==> config.mk <==
export PLATFORM = sky130hd
export DESIGN_NAME = async_fifo
export DESIGN_NICKNAME = d
export VERILOG_FILES = /design/src/rtl/async_fifo.sv
export SDC_FILE = /design/constraint.sdc
export NUM_CORES = 1
export LEC_CHECK = 0
export BUFFER_PORTS_ARGS = -buffer_cell sky130_fd_sc_hd__buf_2
export CAP_MARGIN = 40
export CORE_ASPECT_RATIO = 1.5
export CORE_MARGIN = 1.5
export CORE_UTILIZATION = 57
export CTS_CLUSTER_SIZE = 24
export DETAILED_ROUTE_END_ITERATION = 8
export PLACE_DENSITY_LB_ADDON = 0.08
export SKIP_LAST_GASP = 1
export SYNTH_ARGS = -nofsm -noshare
export SYNTH_HDL_FRONTEND = slang
export SYNTH_SLANG_ARGS = --single-unit
export TNS_END_PERCENT = 1
==> constraint.sdc <==
create_clock -name wclk -period 11.8 [get_ports wclk]
set_input_delay 2.36 -clock wclk [delete_from_list [all_inputs] [get_ports wclk]]
set_output_delay 2.36 -clock wclk [all_outputs]
set_load 0.02 [all_outputs]
==> src/rtl/async_fifo.sv <==
// Single-clock FIFO of 2**ASIZE words with first-word fall-through reads and
// registered full/almost-full/empty/almost-empty flags.
module async_fifo #(
    parameter int DSIZE = 32,
    parameter int ASIZE = 4
) (
    input  logic             wclk,
    input  logic             wrst_n,
    input  logic             winc,
    input  logic [DSIZE-1:0] wdata,
    output logic             wfull,
    output logic             awfull,
    input  logic             rinc,
    output logic [DSIZE-1:0] rdata,
    output logic             rempty,
    output logic             arempty
);

    localparam int DEPTH = 1 << ASIZE;
    localparam logic [ASIZE:0] OCC_FULL  = (ASIZE+1)'(DEPTH);
    localparam logic [ASIZE:0] OCC_AFULL = (ASIZE+1)'(DEPTH - 1);
    localparam logic [ASIZE:0] OCC_ONE   = (ASIZE+1)'(1);

    logic [DSIZE-1:0] mem_q [DEPTH];

    logic [ASIZE:0] wptr_q, wptr_d;
    logic [ASIZE:0] rptr_q, rptr_d;
    logic [ASIZE:0] occ_d;
    logic           wfull_q, wfull_d;
    logic           awfull_q, awfull_d;
    logic           rempty_q, rempty_d;
    logic           arempty_q, arempty_d;
    logic           wen, ren;

    // Flags are derived from the next-state occupancy so they are valid
    // in the same cycle the pointers settle.
    always_comb begin
        wen       = winc & ~wfull_q & wrst_n;
        ren       = rinc & ~rempty_q & wrst_n;
        wptr_d    = wptr_q + {{ASIZE{1'b0}}, wen};
        rptr_d    = rptr_q + {{ASIZE{1'b0}}, ren};
        occ_d     = wptr_d - rptr_d;
        wfull_d   = (occ_d == OCC_FULL);
        awfull_d  = (occ_d == OCC_AFULL);
        rempty_d  = (occ_d == '0);
        arempty_d = (occ_d == OCC_ONE);
    end

    always_ff @(posedge wclk) begin
        if (!wrst_n) begin
            wptr_q    <= '0;
            rptr_q    <= '0;
            wfull_q   <= 1'b0;
            awfull_q  <= 1'b0;
            rempty_q  <= 1'b1;
            arempty_q <= 1'b0;
        end else begin
            wptr_q    <= wptr_d;
            rptr_q    <= rptr_d;
            wfull_q   <= wfull_d;
            awfull_q  <= awfull_d;
            rempty_q  <= rempty_d;
            arempty_q <= arempty_d;
        end
    end

    always_ff @(posedge wclk) begin
        if (wen) begin
            mem_q[wptr_q[ASIZE-1:0]] <= wdata;
        end
    end

    assign rdata   = mem_q[rptr_q[ASIZE-1:0]];
    assign wfull   = wfull_q;
    assign awfull  = awfull_q;
    assign rempty  = rempty_q;
    assign arempty = arempty_q;

endmodule

==> Word level (Yosys, flattened, before mapping) <==
Memories as Yosys holds them, arrays and structs flattened. A register that Yosys moved wholly into a read port is not among the register bits.
Index checks and enable logic that the tools add are counted.
{ "totals": {"register_bits": 14, "ram_bits": 512, "inputBits": 36, "out_inout_bits": 36, "elab_cells": 23, "n_memories": 1} }
{ "memory_table": {"columns": ["name", "words", "width", "rd", "rd_clocked_by_memory_dff", "wr", "line", "source"], "rows": [
  ["mem_q", 16, 32, 1, 1, 1, "24", "logic [DSIZE-1:0] mem_q [DEPTH];"]
]} }
{ "classes": {"n_addsub": 3, "n_eq_ne": 3, "n_mux": 3, "n_bitwise": 6, "n_reduce_logical": 1} }
{ "ops": {"columns": ["operator", "count"], "rows": [
  ["adder 5 x 1 -> 5 bit", 2],
  ["equality test 5 x 1 -> 1 bit (second input constant)", 1],
  ["equality test 5 x 4 -> 1 bit (second input constant)", 1],
  ["equality test 5 bit (second input constant)", 1],
  ["zero test 5 bit", 1],
  ["subtractor 5 bit", 1],
  ["AND 1 bit", 4],
  ["2-to-1 mux 4 bit", 1],
  ["2-to-1 mux 1 bit", 2],
  ["inverter 1 bit", 2]
]} }

==> Logic depth before layout (Yosys ltp) <==
Gate-level depths: netlist (run 1).
{ "logic_depth": {"depth_word": 6, "depth_mapped": 12, "depth_no_buf": 11} }

==> Least setup slack after synthesis (run 1) <==
No wires, ideal clock.
{ "synth_timing": {"path_kind": "input to register", "startpoint": "input port wrst_n", "endpoint": "memory mem_q[0][0] (enable)", "setup_time_ns": 0.461, "arrival_time_ns": 5.062, "required_time_ns": 11.339, "path_slack_ns": 6.277, "path_stages": 3, "cell_sequence": "nand3b_1 or3_1 nor3_1"} }
{ "synth_via": {"elab_chain_len": 3} }
{ "synth_lines": {"columns": ["item", "line", "source"], "rows": [
  ["start, declared", "8", "input logic wrst_n,"],
  ["AND 1 bit", "38", "wen = winc & ~wfull_q & wrst_n;"],
  ["2-to-1 mux 1 bit", "68", "if (wen) begin"],
  ["2-to-1 mux 1 bit (implied by the code)", "69", "mem_q[wptr_q[ASIZE-1:0]] <= wdata;"],
  ["end, declared", "24", null]
]} }
Every way passes these cells.

==> impl_metrics.yaml, run 1 <==
sta:
  timing.final.crit_period_ns: 5.49
  slew_headroom: 0.394
  hold_ws_ns: 0.583
  fmax_ghz: 0.182
  skew_ns: 0.0103
  slew_violations: 0
  setup_tns_ns: 0
  rsz0062_at_grt: "false"
  worstMarginPinSlew_ns: 0.904
  setup_ws_ns: 6.31
  hold_viol: 0
  fin_crit_sh: 0.465
  setup-violations-final: 0
placement:
  dp_slack_ns: 6.72
  hpwlAfterDp_mm: 21.3
  place_congestion: 0.676
  port_buffers: 71
clock_network:
  cts.clk_slew.worst_paths_ns: 0.06
  cts-buffers-inserted: 47
  cts.htree.levels: 2
  postCtsSetupBuffers: 0
  cts_tree: "done"
  hold_buffers: 0
  post_cts_resized: 0
  cts_sinks: 526
  clock_latency_ns: 0.57
  max-clock-path-buffers: 3
  cts-root-buf: "clkbuf_16"
floorplan:
  dieArea_mm2: 0.0368
  row_count: 84
  die_height_um: 234
  start_util: 0.578
  io-pin-count: 72
  die_x_um: 157
  core_mm2: 0.0351
outcome:
  status: "complete, no violations"
critical_path:
  path_class: "reg2out"
  cp.required_ns: 9.44
  crit_path_start: "rptr_q[0]"
  cp-start-kind: "register"
  cp_max_fo: 41
  r2r_cells: 8
  critPathTopFamily: "multiplexers"
  worstPathCellList: "buf_4 > buf_16 > mux4_1 > mux4_2 > buf_2"
  rrSetupSlack_ns: 8.73
  slowest_stage: "mux4_1"
  max_stage_delay_ns: 0.63
  endpoint: "rdata[10]"
  cp.depth: 5
  end_kind: "output port"
  cp_num_buf_inv: 3
  r2r-start: "rptr_q[2]"
  arrival_ns: 3.13
  r2r-end: "rempty"
grt:
  groute.usage.overall: 0.233
  grt_pass1_wl_mm: 60.0
  antenna_found_initial: 1
  grt_max_degree: 66
  grt_pass1_vias: 9384
  grt_overflow_total: 0
synthesis:
  synth_enable_flop_cells: 512
  netlist_area_mm2: 0.0203
  synth_seq_cells: 526
  yosys-top-cells-area: "edfxtp_1, mux4_2, mux4_1"
  yosysTopAreaCell: "edfxtp_1"
  synth-main-ff-cell: "edfxtp_1"
  ys_types: 33
  syn_inst: 814
  yosysWarnings: 0
  yosysSeqAreaShare: 0.772
  ys_async_sr_fraction: 0
  synth_top_area_frac: 0.758
  syn_avg_cell_area_um2: 24.9
  syn_nets: 858
power:
  ir_worst_vdd_v: 0.000143
  powerDensity_mw_per_mm2: 165
  leakage_uw: 0.00715
flow_run:
  cap_viol_max_count: 0
drt:
  drc: 0
  drtIter0Drc: 861
  dr.pass1.iters: 5
  final_antenna_net_count: 0
  viasPerCell: 6.26
  drt_wl_total_mm: 40.9
  wl_per_cell_um: 28.5
  vias: 8979
layout:
  layout-drive-gt1-share: 0.305
  num-nets-final: 967
  diodes: 0
  final_core_util: 0.652
  layout_common_cells: "edfxtp_1, mux4_2, buf_2"
  layout_commonest_cell: "edfxtp_1"
  syn_to_final_growth_pct: 12.9
  fill_cells: 2362
hold_path:
  min_path_type: "reg2reg"
  hp-start: "rptr_q[3]"
flip-flops by register name, summed over array words and instances (netlist names):
register  flops
arempty       1
mem_q       512
rptr_q        5
rempty        1
awfull        1
wfull         1
wptr_q        5
power by group:
group	leakage (µW)	total, µW	internal [µW]	switching, µW
clock	0.000748	1510	865	641
sequential	0.00473	2070	2060	5.59
combinational	0.00167	208	97.4	111
kinds of logic (layout without fill, tap and decap cells):
kind of cell,Yosys count,count (layout),synth area share
AO/OA/AOI/OAI,9,9,0.00271
buffers and inverters,45,192,0.0147
adder cells (fa/ha/maj),8,8,0.00530
AND/OR/NAND/NOR,55,55,0.0138
multiplexers,160,160,0.187
XOR/XNOR,11,11,0.00475
flip-flops,526,526,0.772
final cells by class:
class	instances	area, µm²	share of cell area
clock buffers	56	1250	0.0547
clock inverters	31	264	0.0115
inverters	6	22.5	0.000984
multi-input cells	243	4440	0.194
flip-flops and latches	526	15700	0.684
well taps	473	592	0.0258
repair buffers	99	658	0.0287
worst min path at each step:
stage | endpoint | slack, ns | cells past startpoint
final | rptr_q[3] | 0.58 | 2
after CTS | rptr_q[3] | 0.59 | 2
after detailed placement | rptr_q[3] | 0.57 | 2
after floorplan | rptr_q[4] | 0.51 | 2
after global routing | rptr_q[4] | 0.63 | 2
after global placement | wptr_q[4] | 0.53 | 2
Yosys cell counts, drive strengths merged (5+ instances only):
master / count
edfxtp: 512
mux4: 160
buf: 24
clkbuf: 15
nor2: 15
dfxtp: 14
and2: 7
ha: 7
nand2: 7
inv: 6
nand3: 6
xor2: 6
nor3: 5
xnor2: 5
worst register-to-register path: cells and delay by family (launching register included):
| kind | cells | cell delay, ns |
|---|---|---|
| AO/OA/AOI/OAI | 3 | 0.64 |
| buffers and inverters | 1 | 0.59 |
| AND/OR/NAND/NOR | 2 | 0.57 |
| adder cells (fa/ha/maj) | 1 | 0.40 |
| XOR/XNOR | 1 | 0.20 |
| flip-flops | 1 | 0.56 |
metrics by stage:
stage,instance area [µm²],cells,total power [µW]
2_1_floorplan,20300,814,2260
3_3_place_gp,21200,1342,2310
3_5_place_dp,21400,1346,2320
4_1_cts,22900,1433,3810
5_1_grt,22900,1434,3890
6_report,22900,1434,3780
per-layer routing:
layer / GRT usage / share of wire
met2: 0.397 / 0.53
met1: 0.318 / 0.39
met3: 0.0359 / 0.058
met5: 0 / 0.00034
met4: 0.0678 / 0.024
Power figures use the tool's default switching activity.
==> inputs of run 2 (changes only) <==
- CORE_UTILIZATION: 57 -> 55
- clock period: 11.8 -> 4.4 ns (I/O delays scaled with it)
==> run 2 against run 1 <==
- count of clock-buffer cells in the layout rose by 7
- via count decreased by 1.4%
- register-to-register slack worse by 7.2 ns
- non-clock buffer count up 4
- routed wire length is 0.93% higher
- combinational power grew to 2.7 times the previous value
- sequential share of layout area about the same
- sequential power rose to 2.7 times the previous value
- cell count rose by 0.70%
- clock power grew to 2.6 times the previous value
- worst hold slack got worse by 0.035 ns
==> impl_metrics.yaml, run 2 (same netlist as run 1, synthesis figures left out) <==
floorplan:
  start_util: 0.554
  io-pin-count: 72
  dieArea_mm2: 0.0381
  die_height_um: 238
  die_x_um: 160
  core_mm2: 0.0366
  row_count: 86
sta:
  fin_crit_sh: 0.852
  rsz0062_at_grt: "false"
  fmax_ghz: 0.267
  worstMarginPinSlew_ns: 0.759
  timing.final.crit_period_ns: 3.75
  setup_tns_ns: 0
  setup_ws_ns: 0.650
  slew_headroom: 0.493
  slew_violations: 0
  setup-violations-final: 0
  hold_viol: 0
  skew_ns: 0.0195
critical_path:
  max_stage_delay_ns: 0.64
  cp-start-kind: "register"
  worstPathCellList: "buf_4 > mux4_1 > mux4_2 > buf_2"
  cp.required_ns: 3.52
  critPathTopFamily: "multiplexers"
  end_kind: "output port"
  cp_max_fo: 29
  slowest_stage: "mux4_1"
  arrival_ns: 2.87
  path_class: "reg2out"
  cp_num_buf_inv: 2
grt:
  grt_pass1_vias: 9627
  antenna_found_initial: 3
  grt_pass1_wl_mm: 61.3
  grt_max_degree: 57
  grt_overflow_total: 0
  groute.usage.overall: 0.225
layout:
  multi_input_area_mm2: 0.00444
  instances_no_fill: 1444
  fill_cells: 2548
  layout-drive-gt1-share: 0.304
  largest_reg_flops: 512
  regArea_mm2: 0.0157
  syn_to_final_growth_pct: 12.8
  layout_commonest_cell: "edfxtp_1"
  layout_common_cells: "edfxtp_1, mux4_2, buf_2"
  num-nets-final: 971
placement:
  place_congestion: 0.758
  port_buffers: 71
  post-place-cells: 1362
  dp_slack_ns: 1.03
  hpwlAfterDp_mm: 22.3
drt:
  wirelength_met1_mm: 16.1
  wl_per_cell_um: 28.6
  drc: 0
  dr_wl_met2_mm: 22.4
  final_antenna_net_count: 0
  wl_met3_mm: 1.90
  dr.pass1.iters: 4
  vias: 8852
  drtIter0Drc: 733
  drt_wl_total_mm: 41.3
  viasPerCell: 6.13
  top_layer_used: "met5"
outcome:
  status: "complete, no violations"
power:
  powerDensity_mw_per_mm2: 440
  ir_worst_vdd_v: 0.000379
  finalPower_uw: 10100
  leakage_uw: 0.00713
clock_network:
  cts_tree: "done"
  cts.htree.levels: 2
  post_cts_resized: 0
  clock_latency_ns: 0.56
  max-clock-path-buffers: 3
  cts_sinks: 526
  postCtsSetupBuffers: 0
  hold_buffers: 0
  cts-root-buf: "clkbuf_16"
  cts-buffers-inserted: 47
  cts.clk_slew.worst_paths_ns: 0.06
hold_path:
  min_path_type: "reg2reg"
flow_run:
  cap_viol_max_count: 0
[run 2: cell count changes in the layout (fill, tap and decap cells not counted), sizes merged]
cell,delta
clkbuf,+7
diode,+1
buf,+4
clkinvlp,+1
clkinv,-13
bufinv,-1
[run 2: final timing paths]
check / startpoint / endpoint / slack [ns] / cells after the start
setup / recovery: rptr_q[0] / rdata[29] / 0.65 / 4
hold / removal: rptr_q[4] / rptr_q[4] / 0.55 / 2
setup reg to reg: rptr_q[0] / rempty / 1.58 / 9
hold reg to reg: rptr_q[4] / rptr_q[4] / 0.55 / 2
[run 2: worst min-delay path: stages (launching register included)]
cell	delay [ns]
dfxtp_1	0.32
xor2_1	0.09
nor2b_1	0.10
[run 2: final cells by class]
| type | instances | area share |
|---|---|---|
| tap | 484 | 0.0265 |
| antenna | 1 | 0.000109 |
| clock inverter | 18 | 0.00825 |
| sequential | 526 | 0.684 |
| inverter | 6 | 0.000984 |
| multi-input combinational | 243 | 0.194 |
| timing repair buffer | 103 | 0.0298 |
| clock buffer | 63 | 0.0559 |
[run 2: metal layers]
layer	GRT usage	vias up
met5	0	-
met4	0.0615	4
li1	-	3774
met1	0.284	4790
met3	0.0353	60
met2	0.409	224
[run 2: power breakdown]
group / internal (µW) / total (µW) / switching (µW)
Clock: 2270 / 3960 / 1700
Combinational: 258 / 555 / 297
Sequential: 5530 / 5550 / 17.3
Total: 8060 / 10100 / 2010
[run 2: metrics by stage]
stage          utilization  hold slack (ns)  instance area [µm²]
2_1_floorplan            -            0.508                20300
3_3_place_gp         0.585            0.531                21400
3_5_place_dp         0.585            0.534                21400
4_1_cts              0.626            0.550                22900
5_1_grt              0.626            0.566                22900
6_report             0.626            0.547                22900
==> inputs of run 3 (changes only) <==
- CORE_MARGIN: 1.5 -> 10
==> run 3 against run 2 <==
- fmax fell by 3.5%
- clock power decreased by 1%
- sequential share of layout area is 0.12 points lower
- non-clock buffer count rose by 1
- routed wire length increased by 0.30%
- first-iteration DRC count is 8.9% higher
- critical path type unchanged
- critical endpoint is now rdata[25]
- highest routed layer unchanged
==> impl_metrics.yaml, run 3 (same netlist as run 1, synthesis figures left out) <==
power:
  finalPower_uw: 10000
  powerDensity_mw_per_mm2: 437
  leakage_uw: 0.00715
  ir_worst_vdd_v: 0.000352
clock_network:
  max-clock-path-buffers: 3
  cts_sinks: 526
  cts.clk_slew.worst_paths_ns: 0.06
  cts.htree.levels: 2
  postCtsSetupBuffers: 0
  hold_buffers: 0
  cts-buffers-inserted: 47
  post_cts_resized: 0
  clock_latency_ns: 0.57
  cts_tree: "done"
  cts-root-buf: "clkbuf_16"
sta:
  slew_violations: 0
  slew_headroom: 0.415
  fin_crit_sh: 0.883
  hold_viol: 0
  fmax_ghz: 0.257
  rsz0062_at_grt: "false"
  setup_ws_ns: 0.515
  setup-violations-final: 0
  skew_ns: 0.0131
  timing.final.crit_period_ns: 3.88
  worstMarginPinSlew_ns: 0.875
  setup_tns_ns: 0
critical_path:
  cp_max_fo: 28
  path_class: "reg2out"
  end_kind: "output port"
  cp.required_ns: 3.52
  arrival_ns: 3.00
  cp-start-kind: "register"
  r2r-start: "rptr_q[0]"
  crit_path_start: "rptr_q[0]"
layout:
  layout_common_cells: "edfxtp_1, mux4_2, buf_2"
  num-nets-final: 972
  syn_to_final_growth_pct: 13.0
  fill_cells: 2489
  diodes: 0
  layout_commonest_cell: "edfxtp_1"
  layout-drive-gt1-share: 0.307
  largest_reg_flops: 512
placement:
  dp_slack_ns: 1.01
  place_congestion: 0.747
  port_buffers: 71
  hpwlAfterDp_mm: 23.1
drt:
  vias: 8973
  dr.pass1.iters: 5
  viasPerCell: 6.20
  drc: 0
  drtIter0Drc: 798
  drt_wl_total_mm: 41.4
  final_antenna_net_count: 0
  wl_per_cell_um: 28.6
outcome:
  status: "complete, no violations"
floorplan:
  die_x_um: 177
  start_util: 0.554
  io-pin-count: 72
  core_mm2: 0.0366
  dieArea_mm2: 0.0451
  row_count: 86
  die_height_um: 255
grt:
  grt_pass1_wl_mm: 62.3
  grt_overflow_total: 0
  grt_max_degree: 65
  groute.usage.overall: 0.189
  antenna_found_initial: 3
  grt_pass1_vias: 9655
hold_path:
  hp-start: "rptr_q[4]"
  min_path_type: "reg2reg"
flow_run:
  cap_viol_max_count: 0
==> run 3: cell count changes in the layout (fill, tap and decap cells not counted), moves of 3 or more <==
cell / delta
clkbuf_1: -5
clkinv_1: +5
clkinv_2: +5
buf_12: +4
buf_4: -3
==> run 3: per-layer routing <==
metal / vias to the layer above / global-route usage / routed length, µm
met2: 245 / 0.318 / 21400
met4: 6 / 0.0498 / 755
met1: 4871 / 0.254 / 17100
met5: - / 0 / 34
li1: 3784 / - / -
met3: 67 / 0.0335 / 2030
==> run 3: worst max-delay path, cell delays in order (launching register included) <==
cell	delay, ns
dfxtp_4	0.73
buf_4	0.40
mux4_1	0.60
mux4_2	0.50
buf_2	0.19
==> run 3: path summary, 6_finish.rpt <==
kind / to / slack (ns) / cells past startpoint
max: rdata[25] / 0.52 / 4
min: rptr_q[4] / 0.54 / 2
max reg2reg: rempty / 1.57 / 8
min reg2reg: rptr_q[4] / 0.54 / 2
==> run 3: layout make-up <==
cell class,count,area [µm²],share of cell area
inverter,6,22.5,0.000982
clock inverter,26,193,0.00840
tap,484,606,0.0264
multi-input combinational,243,4440,0.194
timing repair buffer,104,741,0.0323
clock buffer,58,1260,0.0550
sequential,526,15700,0.683
==> run 3: metrics by stage <==
stage               cell area (µm²)  utilization  std cells  hold slack [ns]
finish                        22900        0.627       1447            0.544
global route                  22900        0.627       1447            0.585
CTS                           22900        0.627       1447            0.547
detailed placement            21500        0.587       1363            0.530
global placement              21500        0.587       1363            0.525
floorplan                     20300            -        814            0.508
==> run 3: power breakdown <==
part | internal [µW] | switching (µW) | total [µW]
Sequential | 5530 | 28.5 | 5560
Clock | 2200 | 1710 | 3910
Combinational | 260 | 288 | 548
